$ cat config.mk
export PLATFORM = sky130hd
export DESIGN_NAME = if_stage
export DESIGN_NICKNAME = d
export VERILOG_FILES = /design/src/rtl/if_pkg.sv /design/src/rtl/if_id_reg.sv /design/src/rtl/if_stage.sv
export SDC_FILE = /design/constraint.sdc
export NUM_CORES = 1
export LEC_CHECK = 0
export BUFFER_PORTS_ARGS = -buffer_cell sky130_fd_sc_hd__buf_4
export CORE_ASPECT_RATIO = 0.75
export CORE_MARGIN = 10
export CORE_UTILIZATION = 40
export DETAILED_ROUTE_END_ITERATION = 8
export HOLD_SLACK_MARGIN = 0.05
export PLACE_DENSITY_LB_ADDON = 0.1
export REMOVE_ABC_BUFFERS = 1
export SYNTH_ARGS = -nofsm -noshare
export SYNTH_HDL_FRONTEND = slang
export SYNTH_SLANG_ARGS = --single-unit
$ cat constraint.sdc
create_clock -name CLK -period 1.94 [get_ports CLK]
set_input_delay 0.291 -clock CLK [delete_from_list [all_inputs] [get_ports CLK]]
set_output_delay 0.291 -clock CLK [all_outputs]
set_load 0.01 [all_outputs]
$ cat src/rtl/if_pkg.sv
// Shared types and defaults for the instruction-fetch stage.
package if_pkg;

  typedef enum logic [1:0] {
    FETCH = 2'd0,
    HOLD  = 2'd1,
    DRAIN = 2'd2
  } if_state_t;

  localparam logic [31:0] NOP_INSTR        = 32'h0000_0013;  // addi x0,x0,0
  localparam logic [31:0] RESET_PC_DEFAULT = 32'h0000_0000;

endpackage

$ cat src/rtl/if_id_reg.sv
// IF/ID pipeline register. A bubble wins over load; hold keeps the contents.
module if_id_reg #(
  parameter logic [31:0] NOP_INSTR = 32'h0000_0013
) (
  input  logic        CLK,
  input  logic        RESET_N,
  input  logic        load,
  input  logic        bubble,
  input  logic        hold,
  input  logic [31:0] instr_in,
  input  logic [31:0] pc_in,
  output logic [31:0] instruction,
  output logic [31:0] pc_out,
  output logic [31:0] pc_plus4_out,
  output logic        valid_out
);

  // Register update: reset/bubble to NOP with zeroed PCs, otherwise load or keep.
  always_ff @(posedge CLK or negedge RESET_N) begin
    if (!RESET_N) begin
      instruction  <= NOP_INSTR;
      pc_out       <= '0;
      pc_plus4_out <= '0;
      valid_out    <= 1'b0;
    end else if (bubble) begin
      instruction  <= NOP_INSTR;
      pc_out       <= '0;
      pc_plus4_out <= '0;
      valid_out    <= 1'b0;
    end else if (load && !hold) begin
      instruction  <= instr_in;
      pc_out       <= pc_in;
      pc_plus4_out <= pc_in + 32'd4;   // wraps modulo 2^32
      valid_out    <= 1'b1;
    end
  end

endmodule

$ cat src/rtl/if_stage.sv
// Instruction fetch stage: PC sequencing, stall hold buffer and branch drain.
//
//   state | meaning
//   FETCH | request at pc; accept the word when busywait is low
//   HOLD  | word buffered while stalled; no memory request
//   DRAIN | wait out an access abandoned by a branch, discard its data
module if_stage #(
  parameter logic [31:0] RESET_PC  = if_pkg::RESET_PC_DEFAULT,
  parameter logic [31:0] NOP_INSTR = if_pkg::NOP_INSTR
) (
  input  logic        CLK,
  input  logic        RESET_N,
  input  logic        stall,
  input  logic        branch_taken,
  input  logic [31:0] branch_target,
  input  logic [31:0] imem_readdata,
  input  logic        imem_busywait,
  output logic        imem_read,
  output logic [31:0] imem_addr,
  output logic [31:0] instruction,
  output logic [31:0] pc_out,
  output logic [31:0] pc_plus4_out,
  output logic        valid_out
);

  import if_pkg::if_state_t;
  import if_pkg::FETCH;
  import if_pkg::HOLD;
  import if_pkg::DRAIN;

  if_state_t   state, state_nxt;
  logic [31:0] pc, pc_nxt;
  logic [31:0] hold_word, hold_nxt;
  logic [31:0] drain_addr, drain_nxt;
  logic        ifid_load, ifid_bubble, ifid_hold;
  logic [31:0] ifid_src;

  // State, PC, hold buffer and abandoned-address registers.
  always_ff @(posedge CLK or negedge RESET_N) begin
    if (!RESET_N) begin
      state      <= FETCH;
      pc         <= RESET_PC;
      hold_word  <= '0;
      drain_addr <= '0;
    end else begin
      state      <= state_nxt;
      pc         <= pc_nxt;
      hold_word  <= hold_nxt;
      drain_addr <= drain_nxt;
    end
  end

  // Next-state and IF/ID control; a branch overrides stall in every state.
  always_comb begin
    state_nxt   = state;
    pc_nxt      = pc;
    hold_nxt    = hold_word;
    drain_nxt   = drain_addr;
    ifid_load   = 1'b0;
    ifid_bubble = 1'b0;
    ifid_src    = imem_readdata;

    if (branch_taken) begin
      pc_nxt      = {branch_target[31:2], 2'b00};
      ifid_bubble = 1'b1;
      hold_nxt    = '0;
      // An outstanding access (FETCH or DRAIN with busywait high) must be
      // waited out; the abandoned address is the one first issued.
      if (state != HOLD && imem_busywait) begin
        state_nxt = DRAIN;
        if (state == FETCH) drain_nxt = pc;
      end else begin
        state_nxt = FETCH;
      end
    end else begin
      case (state)
        FETCH: begin
          if (!imem_busywait) begin
            if (!stall) begin
              ifid_load = 1'b1;
              pc_nxt    = pc + 32'd4;
            end else begin
              hold_nxt  = imem_readdata;
              state_nxt = HOLD;
            end
          end else if (!stall) begin
            ifid_bubble = 1'b1;
          end
        end
        HOLD: begin
          if (!stall) begin
            ifid_load = 1'b1;
            ifid_src  = hold_word;
            pc_nxt    = pc + 32'd4;
            hold_nxt  = '0;
            state_nxt = FETCH;
          end
        end
        DRAIN: begin
          if (!imem_busywait) state_nxt = FETCH;
          if (!stall) ifid_bubble = 1'b1;
        end
        default: state_nxt = FETCH;
      endcase
    end

    ifid_hold = !ifid_load && !ifid_bubble;
  end

  // Memory request: silent in reset and HOLD; DRAIN keeps the abandoned address.
  always_comb begin
    imem_read = RESET_N && (state != HOLD);
    imem_addr = (state == DRAIN) ? drain_addr : pc;
  end

  if_id_reg #(
    .NOP_INSTR (NOP_INSTR)
  ) u_if_id_reg (
    .CLK          (CLK),
    .RESET_N      (RESET_N),
    .load         (ifid_load),
    .bubble       (ifid_bubble),
    .hold         (ifid_hold),
    .instr_in     (ifid_src),
    .pc_in        (pc),
    .instruction  (instruction),
    .pc_out       (pc_out),
    .pc_plus4_out (pc_plus4_out),
    .valid_out    (valid_out)
  );

endmodule
* Word-level counts from Yosys, hierarchy flattened
Cells that the tools add are included.
** Word-level totals
- Word-level logic and storage cells :: 64
- Bits of input ports :: 69
- Register bits after elaboration :: 195
** Operators by class
- Reduce and logical (&&, ||, !) cells :: 14
- $add $sub $neg :: 1
- Equality and inequality tests :: 7
- Muxes and demuxes :: 34
** Operators with widths (count)
- $mux W32 :: 16
- $pmux W32 S2 :: 2
- $add A32 B3 Y32 const B :: 1
- $mux W2 :: 6
- $ne A3 B3 Y1 const B :: 4
- $mux W1 :: 7
- $pmux W2 S3 :: 1
- $reduce_and A3 Y1 :: 2
- $logic_and A1 B1 Y1 :: 4
- $pmux W1 S2 :: 2
- $reduce_and A4 Y1 :: 1
- $logic_not A1 Y1 :: 3
- $reduce_bool A3 Y1 :: 1
- $eq A2 B1 Y1 const B :: 1
- $eq A2 B2 Y1 const B :: 1
- $logic_not A2 Y1 :: 1
- $ne A2 B1 Y1 const B :: 1
- $reduce_and A2 Y1 :: 1
- $reduce_bool A2 Y1 :: 1

* Depth between registers and ports, before layout
Gate-level depths: netlist (run 1).
- Word-level depth :: 10
- Gate-level depth with buffers :: 8

* By module
From an unflattened synthesis (run 1), not the netlist that was laid out.
** Unflattened totals
- Cells, all modules :: 799
- Area total of the unflattened synthesis :: 9116.2 µm²
** By module, submodules not included
- if_stage :: times used 1, area each 5046.1 µm², cells each 430
- if_id_reg :: times used 1, area each 4070.2 µm², cells each 369

* Worst setup path before layout (run 1)
No wires, ideal clock.
- Kind :: flip-flop to output port
- Start :: reg state[1]
- End :: out imem_addr[28]
- Path slack :: 0.012 ns
- Arrival :: 1.637 ns
- Cell stages (with the launch flop) :: 6
- Cells stage by stage :: dfrtp_1 clkbuf_1 and2b_1 clkbuf_1 clkbuf_1 mux2_2
** On the way
- Longest elaborated chain between the ends :: 2
** Ends and longest elaborated chain
- start, declared :: line if_stage.sv:31 : if_state_t state, state_nxt;
- start signal, assigned :: line if_stage.sv:46 : state <= state_nxt;
- $eq A2 B2 Y1 :: line if_stage.sv:113 : imem_addr = (state == DRAIN) ? drain_addr : pc;
- $mux W32 :: line if_stage.sv:113
- end, declared :: line if_stage.sv:19 : output logic [31:0] imem_addr,
No other way between the ends.

* Worst setup path in the final report (run 1)
- Start :: reg state[0]
- End :: out imem_addr[16]
The elaborated chain is that of the path after synthesis.

==> summary.md, run 1 <==
| Metric | Value |
|---|---|
| Worst-skew pair later-pin latency | `430 ps` |
| Crit. End Element | `primary output` |
| Crit path cell chain | `and2b_4 -> clkbuf_16 -> mux2_4 -> buf_6` |
| Row Count | `46` |
| Core footprint | `~21,000 µm²` |
| DRT Pass-1 Iters | `5` |
| Clk buf depth | `2` |
| Critical Path Max Stage Delay | `370 ps` |
| RSZ-0062 raised after global routing | `yes` |
| Sequential power share | `a little over two fifths` |
| Routed Antenna Nets | `0` |
| Crit-path max FO | `8` |
| GRT overflow | `0` |
| Final Core Density | `55.19%` |
| Max Transition Viols Final | `0` |
| Logic gate share of total power | `18.8%` |
| Number of buffers created by CTS | `17` |
| Clock sink count | `between 150 and 200` |
| Final Hold Viols | `0` |
| Setup slack after layout | `-169.4 ps` |
| Syn Area/Cell | `~11 µm²` |
| Fin crit period | `2109 ps` |
| Starting density of the core | `40.32%` |
| Internal reg-to-reg setup slack | `approximately 100 ps` |
| Ys flop type | `dfrtp_1` |
| Max cap viols | `0` |
| Pre-CTS setup slack | `-27.79 ps` |
| Setup CP Type | `reg -> out` |
| R2r startpoint | `state[1]` |
| Max-slew headroom | `45.84%` |
| Multi-input gate area | `3591 µm²` |
| Worst hold-check path type | `in -> reg` |
| Skew final | `12.70 ps` |
| Vias in the first global route | `7,245` |
| Critical path required time | `approximately 1700 ps` |
| Share of cells above drive strength 1 | `a little under two fifths` |
| Die Area | `27,460 µm²` |
| Synth Register Bits | `188` |
| Sw Share | `26.84%` |
| CP arrival | `between 1500 and 2000 ps` |
| Initial antenna violation count | `1` |
| Global-route wire length before repair | `42,010 µm` |
| Min-Delay Path Depth | `3` |
| Clock transition at path regs | `80 ps` |
| Chip Height | `146.0 µm` |
| Area Growth Syn to Fin | `36.88%` |
| Peak supply drop | `0.0005107 V` |
| PortBufs | `194` |
| Root buf cell | `clkbuf_16` |
| Boundary pin count | `199` |
| Post-DP HPWL | `17,690 µm` |
| Tightest Pin Transition | `812.4 ps` |
| Worst setup startpoint | `state[0]` |
| Hold Path Origin | `branch_target[16]` |
| Failing checks | `setup timing` |
| Final WL | `26,250 µm` |
| Startpoint types | `flip-flop` |
| Filler Cells Inserted | `1,819` |
| Tot Pwr | `10.25 mW` |
| Clock Power Share | `37.6%` |
| CTS tree | `built` |
| Seq/Total Area, Yosys | `approximately 56%` |
| # DRC | `0` |
| Initial DRC count | `~460` |
| Slowest CP cell | `dfrtp_1` |
| R2r worst-path depth | `7` |
| Via count | `6,804` |
| Routed len/inst | `20.56 µm` |
| Hold Path End | `pc[16]` |
| Sequential Area | `4708 µm²` |
| Final setup fails | `30` |
| Post-Syn Area | `about 8500 µm²` |
| GRT Util Overall | `19.09%` |
| Yosys Warn Count | `0` |
| Largest net degree at the start of global routing | `141` |
| R2R Path End | `pc[7]` |
| Chip width | `188.0 µm` |
| Final worst-path cycle share | `108.7%` |
| Max frequency | `0.4741 GHz` |
| Distinct cells, synth | `slightly below 50` |
| Post-synth EDFFs | `0` |
| CTS HTree Levels | `4` |
| Routability Congestion | `0.7963` |
| Via-per-instance ratio | `5.328` |
| PD cells | `slightly below 900 nW/µm²` |
| Layout Nets | `approximately 1,000` |
| Leak | `5.412 nW` |
| Post-synth ARST share | `100.0%` |
| Net Switching | `2.750 mW` |
| Outcome | `complete, but fails checks` |
| Post-Syn Instances | `between 700 and 800` |
| Power Internal | `7.497 mW` |
## cell type report
type / count / share of cell area (%)
inverters: 6 / 0.1942
repair buffers: 264 / 19.56
clock inverters: 13 / 1.716
multi-input cells: 498 / 30.97
clock buffers: 19 / 3.820
diodes: 1 / 0.02158
flip-flops and latches: 188 / 40.61
well taps: 288 / 3.108
## power by group through the flow
stage               Sequential, mW  Clock (mW)  Combinational [mW]
floorplan                     4.57           0               0.710
global placement              4.50           0                1.66
detailed placement            4.53           0                1.70
CTS                           4.46        3.93                1.94
global route                  4.51        4.09                2.09
finish                        4.46        3.86                1.93
## state kept, by name, summed over array words and instances, names as in the netlist
register and count:
u_if_id_reg.pc_out 30, u_if_id_reg.instruction 32, drain_addr 30, hold_word 32, u_if_id_reg.valid_out 1, u_if_id_reg.pc_plus4_out 31, state 2, pc 30
## metrics by stage
stage	setup TNS [ps]	instance area, µm²	hold slack [ps]	std cells
after global routing	-6188	11590	68.59	1277
after global placement	0	10520	460.4	1232
after floorplan	-242600	8143	-4.591	692
after CTS	-5581	11540	60.22	1273
after detailed placement	-27.79	10520	471.4	1232
final	-4199	11590	73.30	1277
## worst max-delay path by stage
stage	to	slack, ps
2_1_floorplan	u_if_id_reg.pc_out[10]	-1840
3_3_place_gp	pc[28]	50
3_5_place_dp	pc[20]	-30
4_1_cts	imem_addr[8]	-250
5_1_grt	imem_addr[20]	-240
6_report	imem_addr[16]	-170
## cells by family after synthesis
logic type,Yosys count,synth area share (%)
buf+inv,76,4.180
simple gates,202,11.48
compound gates,174,14.11
fa+ha+maj,1,0.1477
mux,89,11.36
other cells,1,0.04427
xor+xnor,30,3.102
flops,188,55.58
## cell usage in the layout (no fill, tap or decap), types with 11 or more instances in the layout
cell type | Yosys | layout
clkbuf_16 | 0 | 18
nand3_1 | 21 | 20
a22o_1 | 60 | 60
mux2_4 | 0 | 27
nand2_1 | 104 | 102
dfrtp_1 | 185 | 185
or3_1 | 11 | 11
mux2_2 | 57 | 30
buf_6 | 2 | 34
buf_4 | 7 | 217
xnor2_1 | 11 | 11
mux2i_1 | 32 | 32
nor2_1 | 18 | 16
o21ai_0 | 72 | 69
xor2_1 | 19 | 19
## cell usage after synthesis, drive strengths merged, types with 3 or more instances
library cell / n / area, µm²
a221o: 7 / 70.07
a22o: 60 / 525.5
mux2i: 32 / 320.3
o21ai: 76 / 380.4
clkbuf: 38 / 146.4
nor4: 5 / 52.55
nor2: 18 / 67.56
nand3: 22 / 115.1
or3: 11 / 68.82
nand2: 104 / 390.4
o211ai: 10 / 75.07
nor3b: 4 / 30.03
inv: 6 / 22.52
o221ai: 5 / 43.79
xor2: 19 / 166.4
nand4: 9 / 62.56
nor3: 11 / 65.06
and2: 3 / 18.77
dfstp: 3 / 78.83
dfrtp: 185 / 4629
a21oi: 10 / 50.05
xnor2: 11 / 96.34
and3: 7 / 43.79
mux2: 57 / 641.9
buf: 32 / 185.2
## worst max-delay path, delay by kind of cell (launching register included)
kind,cells,cell delay (ps)
muxes,1,300
and+or+nand+nor,1,370
buffers and inverters,2,340
DFF,1,370
## layer usage
| layer | GRT usage (%) | routed length (µm) | vias up | share of wire [%] |
|---|---|---|---|---|
| li1 | - | - | 3131 | - |
| met2 | 29.52 | 12160 | 189 | 46 |
| met5 | 0 | 0 | - | 0 |
| met3 | 4.902 | 1617 | 23 | 6.2 |
| met4 | 5.108 | 306 | 0 | 1.2 |
| met1 | 25.99 | 12170 | 3461 | 46 |
## what timing repair did
action | 4_1_cts | 5_1_grt
setup endpoints to repair | 32 | 43
cloned | 3 | 1
pin swaps | 0 | 2
hold buffers | 1 | 0
setup buffers | 5 | 4
resized for setup | 66 | 14
endpoints found under the hold margin | 45 | 0
Note: power is estimated with default switching activity, not from simulation.
==> run 2, diff against run 1 <==
==> constraint.sdc (replaced) <==
create_clock -name CLK -period 1.8 [get_ports CLK]
set_input_delay 0.27 -clock CLK [delete_from_list [all_inputs] [get_ports CLK]]
set_output_delay 0.27 -clock CLK [all_outputs]
set_load 0.01 [all_outputs]
==> summary.md, run 2 (synthesis results as in run 1) <==
| Metric | Value |
|---|---|
| Skew final | `11.53 ps (was 12.70 ps)` |
| Tightest Pin Transition | `881.7 ps (was 812.4 ps)` |
| Max frequency | `about 0.47 GHz` |
| Pre-CTS setup slack | `-113.9 ps (was -27.79 ps)` |
| Initial antenna violation count | `2 (was 1)` |
| R2R Path End | `pc[20] (was pc[7])` |
| Cell area after layout | `12,390 µm² (was 11,590 µm²)` |
| Boundary pin count | `199 (unchanged)` |
| Post-DP Area | `10,630 µm² (was 10,520 µm²)` |
| Setup CP Type | `reg -> out (unchanged)` |
| Startpoint types | `flip-flop (unchanged)` |
| CTS tree | `built (unchanged)` |
| Via count | `7,245 (was 6,804)` |
| Final WL | `28,830 µm (was 26,250 µm)` |
| Worst hold-check path type | `in -> reg (unchanged)` |
| Routed len/inst | `21.82 µm (was 20.56 µm)` |
| Min-Delay Path Depth | `2 (was 3)` |
| Largest net degree at the start of global routing | `122 (was 141)` |
| Hold Path Origin | `imem_readdata[2] (was branch_target[16])` |
| Global-route wire length before repair | `42,210 µm (was 42,010 µm)` |
| Crit-path max FO | `4 (was 8)` |
| Final setup fails | `55 (was 30)` |
| Row Count | `46 (unchanged)` |
| Core footprint | `21,010 µm² (unchanged)` |
| Sw Share | `26.74% (was 26.84%)` |
| Final worst-path cycle share | `117.8%` |
| Filler Cells Inserted | `1,770 (was 1,819)` |
| Net Switching | `3.035 mW (was 2.750 mW)` |
| Max Transition Viols Final | `0 (unchanged)` |
| RSZ-0062 raised after global routing | `yes (unchanged)` |
| Number of buffers created by CTS | `17 (unchanged)` |
| Share of cells above drive strength 1 | `43.36% (was 38.16%)` |
| Peak supply drop | `0.0004927 V (was 0.0005107 V)` |
| Layout Nets | `1,089 (was 1,045)` |
| PortBufs | `194 (unchanged)` |
| Power Internal | `8.313 mW (was 7.497 mW)` |
| GRT overflow | `0 (unchanged)` |
| Outcome | `complete, but fails checks (unchanged)` |
| Initial DRC count | `598 (was 463)` |
| Layout Cells excl Fill | `1,321 (was 1,277)` |
| Clk buf depth | `2 (unchanged)` |
| Root buf cell | `clkbuf_16 (unchanged)` |
| Chip Height | `146.0 µm (unchanged)` |
| Critical path required time | `1530 ps (was 1650 ps)` |
| Via-per-instance ratio | `5.484 (was 5.328)` |
| R2r worst-path depth | `5 (was 7)` |
| Largest registers | `hold_word: 32 flops, u_if_id_reg.instruction: 32 flops, u_if_id_reg.pc_plus4_out: 31 flops (unchanged)` |
| Placed Cells | `1,243 (was 1,232)` |
| Clock transition at path regs | `70 ps (was 80 ps)` |
| Routed Antenna Nets | `0 (unchanged)` |
| Max cap viols | `0 (unchanged)` |
| Internal reg-to-reg setup slack | `-110 ps (was 100 ps)` |
| Leak | `5.771 nW (was 5.412 nW)` |
| Routability Congestion | `0.8363 (was 0.7963)` |
| Clock Power Share | `37.3% (was 37.6%)` |
| Hold Worst Slack | `65.83 ps (was 73.30 ps)` |
| PD cells | `916.0 nW/µm² (was 883.7 nW/µm²)` |
| DRT Pass-1 Iters | `6 (was 5)` |
| Fin crit period | `2121 ps` |
| GRT Util Overall | `19.24% (was 19.09%)` |
| Chip width | `188.0 µm (unchanged)` |
| Final Hold Viols | `0 (unchanged)` |
| Vias in the first global route | `7,324 (was 7,245)` |
| # DRC | `0 (unchanged)` |
| Hold Path End | `hold_word[2] (was pc[16])` |
| Sequential power share | `42.5% (was 43.6%)` |
| Sequential Area | `4708 µm² (unchanged)` |
| CTS HTree Levels | `4 (unchanged)` |
| Commonest non-fill, non-tap cell in the layout | `buf_4 (unchanged)` |
| CP arrival | `1850 ps (was 1820 ps)` |
| Clock sink count | `188 (unchanged)` |
| Starting density of the core | `40.32% (unchanged)` |
| Die Area | `27,460 µm² (unchanged)` |
| Post-DP HPWL | `18,120 µm (was 17,690 µm)` |
| Multi-input gate area | `3827 µm² (was 3591 µm²)` |
| Failing checks | `setup timing (unchanged)` |
| Logic gate share of total power | `20.2% (was 18.8%)` |
| R2r startpoint | `state[1] (unchanged)` |
| Tot Pwr | `11.35 mW (was 10.25 mW)` |
| Area Growth Syn to Fin | `46.25% (was 36.88%)` |
| Setup slack after layout | `-320.7 ps (was -169.4 ps)` |
| Worst-skew pair later-pin latency | `440 ps (was 430 ps)` |
| Commonest non-fill, non-tap cells in the layout | `234 x buf_4, 185 x dfrtp_1, 99 x nand2_1 (was 217 x buf_4, 185 x dfrtp_1, 102 x nand2_1)` |
| Crit. End Element | `primary output (unchanged)` |
| Max-slew headroom | `41.22% (was 45.84%)` |
-- run 2: cell types whose count changed in the layout (fill, tap and decap cells not counted), sizes merged, moves of 3 or more --
cell and change:
dlygate4sd3 +9, clkbuf +6, buf +29, inv -3
-- run 2: what timing repair did --
action                                 in CTS  in global routing
hold buffers                               10                  0
buffers inserted                           10                 16
pin swaps                                   1                 41
gates resized for setup                    43                145
setup endpoints to repair                  42                111
gates cloned                                4                  9
endpoints found under the hold margin     127                  0
-- run 2: per-stage QoR --
step | utilization (%) | TNS [ps]
6_report | 58.97 | -9034
3_5_place_dp | 50.61 | -1445
4_1_cts | 55.81 | -9341
2_1_floorplan | - | -271630
3_3_place_gp | 50.61 | -781.0
5_1_grt | 58.97 | -13270
-- run 2: area by class of cell --
| type | instances | share of cell area, % |
|---|---|---|
| diodes | 2 | 0.04040 |
| clock buffers | 19 | 3.575 |
| clock inverters | 12 | 1.697 |
| inverters | 6 | 0.1818 |
| multi-input cells | 498 | 30.90 |
| flip-flops and latches | 188 | 38.01 |
| well taps | 288 | 2.909 |
| repair buffers | 308 | 22.69 |
-- run 2: how the worst max path moves through the flow --
stage	from	end	slack, ps	cells past startpoint
floorplan	state[1]	u_if_id_reg.pc_out[10]	-1980	3
global placement	imem_busywait	pc[29]	-80	6
detailed placement	imem_busywait	pc[26]	-110	6
CTS	state[0]	imem_addr[14]	-330	5
global route	state[1]	imem_addr[18]	-360	6
finish	state[1]	imem_addr[18]	-320	6
-- run 2: worst max-delay path, stage by stage, from the launching register on --
cell and delay [ps]:
dfrtp_1 390, buf_6 120, and2b_4 180, buf_6 140, clkbuf_16 160, mux2_4 300, buf_6 120
-- run 2: power by group through the flow --
stage	combinational (mW)	sequential (mW)	clock, mW
global route	2.45	4.86	4.49
floorplan	0.765	4.92	0
CTS	2.07	4.80	4.31
global placement	1.82	4.85	0
detailed placement	1.87	4.87	0
finish	2.29	4.82	4.23
-- run 2: routing by layer --
layer | track usage [%] | routed length [µm] | vias to the layer above | share of wire [%]
met4 | 5.746 | 465 | 0 | 1.6
met5 | 0 | 0 | - | 0
li1 | - | - | 3220 | -
met3 | 4.664 | 1900 | 31 | 6.6
met2 | 29.79 | 13470 | 240 | 47
met1 | 26.15 | 13000 | 3754 | 45
==> run 3, diff against run 2 <==
--- a/config.mk
+++ b/config.mk
@@ -5,6 +5,7 @@
 export SDC_FILE = /design/constraint.sdc
 export NUM_CORES = 1
 export LEC_CHECK = 0
+export ABC_AREA = 1
 export BUFFER_PORTS_ARGS = -buffer_cell sky130_fd_sc_hd__buf_4
 export CORE_ASPECT_RATIO = 0.75
 export CORE_MARGIN = 10
==> constraint.sdc (replaced) <==
create_clock -name CLK -period 1.8 [get_ports CLK]
set_input_delay 0.27 -clock CLK [delete_from_list [all_inputs] [get_ports CLK]]
set_output_delay 0.27 -clock CLK [all_outputs]
set_load 0.02 [all_outputs]
==> summary.md, run 3 <==
| Metric | Value |
|---|---|
| Post-Syn Instances | `1,102 (was 761)` |
| Layout Cells excl Fill | `1,600 (was 1,321)` |
| # DRC | `0 (unchanged)` |
| Boundary pin count | `199 (unchanged)` |
| Setup slack after layout | `-83.83 ps (was -320.7 ps)` |
| Clk buf depth | `2 (unchanged)` |
| Crit-path max FO | `8 (was 4)` |
| Cell area after layout | `11,840 µm² (was 12,390 µm²)` |
| Final Core Density | `53.69% (was 58.97%)` |
| Layout Nets | `1,363 (was 1,089)` |
| Cell family with most CP delay | `buffers and inverters (unchanged)` |
| Post-Syn Area | `8980 µm² (was 8471 µm²)` |
| R2R Path End | `pc[4] (was pc[20])` |
| Crit path buffers/inverters | `3 (was 4)` |
| R2r startpoint | `state[1] (unchanged)` |
| Clock sink count | `188 (unchanged)` |
| Slowest CP cell | `dfrtp_2 (was dfrtp_1)` |
| CTS HTree Levels | `4 (unchanged)` |
| Distinct cells, synth | `35 (was 49)` |
| Crit path cell chain | `nor2_4 -> buf_12 -> clkbuf_16 -> nand2_1 -> o21ai_0 -> buf_4 (was buf_6 -> and2b_4 -> buf_6 -> clkbuf_16 -> mux2_4 -> buf_6)` |
| Vias in the first global route | `7,912 (was 7,324)` |
| Hold Worst Slack | `72.07 ps (was 65.83 ps)` |
| Top cells by count, synth | `362 x nand2_1, 185 x dfrtp_1, 152 x o21ai_0, 78 x inv_1, 58 x o21ai_1 (was 185 x dfrtp_1, 104 x nand2_1, 72 x o21ai_0, 60 x a22o_1, 57 x mux2_2)` |
| Sw Share | `30.89% (was 26.74%)` |
| Post-synth ARST share | `100.0% (unchanged)` |
| GRT overflow | `0 (unchanged)` |
| DRT Pass-1 Iters | `5 (was 6)` |
| Post-DP HPWL | `18,960 µm (was 18,120 µm)` |
| Number of buffers created by CTS | `17 (unchanged)` |
| Initial DRC count | `583 (was 598)` |
| Most common cell in the netlist | `nand2_1 (was dfrtp_1)` |
| Post-DP Area | `10,870 µm² (was 10,630 µm²)` |
| Routability Congestion | `0.8429 (was 0.8363)` |
| Critical path required time | `1530 ps (about the same)` |
| Chip width | `193.0 µm (was 188.0 µm)` |
| Global-route wire length before repair | `43,590 µm (was 42,210 µm)` |
| Routed len/inst | `17.64 µm (was 21.82 µm)` |
| Yosys Warn Count | `0 (unchanged)` |
| CTS tree | `built (unchanged)` |
| Clock Power Share | `34.4% (was 37.3%)` |
| Final Hold Viols | `0 (unchanged)` |
| Via-per-instance ratio | `5.016 (was 5.484)` |
| Clock transition at path regs | `80 ps (was 70 ps)` |
| PD cells | `917.4 nW/µm² (was 916.0 nW/µm²)` |
| Critical Path Max Stage Delay | `430 ps (was 390 ps)` |
| Crit. End Element | `primary output (unchanged)` |
| Sequential power share | `44.8% (was 42.5%)` |
| Area Growth Syn to Fin | `31.84% (was 46.25%)` |
| CP arrival | `1610 ps (was 1850 ps)` |
| Chip Height | `149.8 µm (was 146.0 µm)` |
| Pre-CTS setup slack | `72.53 ps (was -113.9 ps)` |
| Fin crit period | `1884 ps (was 2121 ps)` |
| Antenna Cells | `0 (was 2)` |
| Root buf cell | `clkbuf_16 (unchanged)` |
| Share of the synthesized area in the top cell type | `51.55% (was 54.65%)` |
| Via count | `8,026 (was 7,245)` |
| Final WL | `28,220 µm (was 28,830 µm)` |
| Outcome | `complete, but fails checks (unchanged)` |
| Share of cells above drive strength 1 | `28.25% (was 43.36%)` |
| Placed Cells | `1,557 (was 1,243)` |
| Starting density of the core | `40.72% (was 40.32%)` |
| Max Transition Viols Final | `0 (unchanged)` |
| Syn Area/Cell | `8.149 µm² (was 11.13 µm²)` |
| Leak | `5.810 nW (was 5.771 nW)` |
| Row Count | `47 (was 46)` |
| Commonest non-fill, non-tap cell in the layout | `nand2_1 (was buf_4)` |
| Filler Cells Inserted | `2,114 (was 1,770)` |
| TNS Setup | `-1775 ps (was -9034 ps)` |
| Routed Antenna Nets | `0 (unchanged)` |
| RSZ-0062 raised after global routing | `yes (unchanged)` |
| Setup CP Type | `reg -> out (unchanged)` |
| Die Area | `28,910 µm² (was 27,460 µm²)` |
| Worst hold-check path type | `in -> reg (unchanged)` |
| Logic gate share of total power | `20.8% (was 20.2%)` |
| R2r worst-path depth | `8 (was 5)` |
| Critical Path Stages | `6 (unchanged)` |
| Peak supply drop | `0.0004908 V (was 0.0004927 V)` |
| Final setup fails | `30 (was 55)` |
| Synth Register Bits | `188 (unchanged)` |
| Initial antenna violation count | `0 (was 2)` |
| Max frequency | `0.5308 GHz (was 0.4715 GHz)` |
| PortBufs | `194 (unchanged)` |
| Power Internal | `7.506 mW (was 8.313 mW)` |
| Worst-skew pair later-pin latency | `430 ps (was 440 ps)` |
| Net Switching | `3.355 mW (was 3.035 mW)` |
| Largest net degree at the start of global routing | `71 (was 122)` |
| Ys flop type | `dfrtp_1 (unchanged)` |
| Max cap viols | `0 (unchanged)` |
| Largest registers | `hold_word: 32 flops, u_if_id_reg.instruction: 32 flops, u_if_id_reg.pc_plus4_out: 31 flops (unchanged)` |
| Largest cells by area after synthesis | `dfrtp_1 52%, nand2_1 15%, o21ai_0 8.5% (was dfrtp_1 55%, mux2_2 7.6%, a22o_1 6.2%)` |
| Yosys top cell by area | `dfrtp_1 (unchanged)` |
| Post-synth EDFFs | `0 (unchanged)` |
| Internal reg-to-reg setup slack | `100 ps (was -110 ps)` |
| Worst setup startpoint | `state[0] (was state[1])` |
| Tot Pwr | `10.86 mW (was 11.35 mW)` |
| Final worst-path cycle share | `104.7% (was 117.8%)` |
| GRT Util Overall | `18.99% (was 19.24%)` |
| Startpoint types | `flip-flop (unchanged)` |
| Failing checks | `setup timing (unchanged)` |
| Min-Delay Path Depth | `3 (was 2)` |
| Commonest non-fill, non-tap cells in the layout | `349 x nand2_1, 195 x buf_4, 184 x dfrtp_1 (was 234 x buf_4, 185 x dfrtp_1, 99 x nand2_1)` |
| Skew final | `14.36 ps (was 11.53 ps)` |
| Seq/Total Area, Yosys | `52.43% (was 55.58%)` |
| Worst setup path endpoint | `imem_addr[10] (was imem_addr[18])` |
| Core footprint | `22,050 µm² (was 21,010 µm²)` |
run 3: worst register-to-register path: cells and delay by family, from the launching register on:
family	cells	cell delay (ps)
buffers and inverters	3	500
DFF	1	390
AOI/OAI and AO/OA	2	260
and+or+nand+nor	3	480
run 3: cell families (layout without fill, tap and decap cells):
family                     after synthesis  after routing  synth area share [%]
other                                    1              2               0.04176
and+or+nand+nor                        507            507                 23.38
AOI/OAI and AO/OA                      249            249                 16.05
DFF                                    188            188                 52.43
buffers and inverters                  147            350                 7.078
xor gates and xnor gates                 9              9                0.8779
adders and majority gates                1              1                0.1393
run 3: area by class of cell:
class / instances / area (µm²) / area share [%]
clock buffer: 20 / 446.7 / 3.773
clock inverter: 12 / 130.1 / 1.099
inverter: 83 / 316.6 / 2.674
multi-input combinational: 768 / 3792 / 32.03
sequential: 188 / 4710 / 39.78
tap: 294 / 367.9 / 3.107
timing repair buffer: 235 / 2076 / 17.53
run 3: how the worst min path moves through the flow:
| stage | slack, ps | startpoint | end |
|---|---|---|---|
| 6_report | 70 | branch_target[9] | pc[9] |
| 3_5_place_dp | 340 | RESET_N | u_if_id_reg.pc_out[16] |
| 4_1_cts | 50 | branch_target[6] | pc[6] |
| 3_3_place_gp | 340 | RESET_N | u_if_id_reg.pc_out[16] |
| 2_1_floorplan | -30 | RESET_N | drain_addr[10] |
| 5_1_grt | 50 | branch_target[11] | pc[11] |
run 3: layer usage:
layer  vias up  part of all wire [%]  track usage (%)
met5         -                     0                0
met4         0                  0.90            3.952
met3        22                   7.8            5.535
met2       217                    45            29.03
met1      3849                    47            26.19
li1       3938                     -                -
run 3: power groups by stage:
stage               logic (mW)  registers, mW  clock network, mW
floorplan                0.948           5.00                  0
global placement          2.03           4.92                  0
detailed placement        2.05           4.93                  0
CTS                       2.07           4.85               3.84
global route              2.51           4.92               4.02
finish                    2.25           4.87               3.74
run 3: timing repair:
| item | in CTS | in global routing |
|---|---|---|
| endpoints found under the hold margin | 46 | 0 |
| setup endpoints to repair | 30 | 43 |
| gates resized for setup | 8 | 85 |
| buffers inserted | 1 | 5 |
| hold buffers | 1 | 0 |
| pin swaps | 1 | 3 |
| cloned | 0 | 4 |
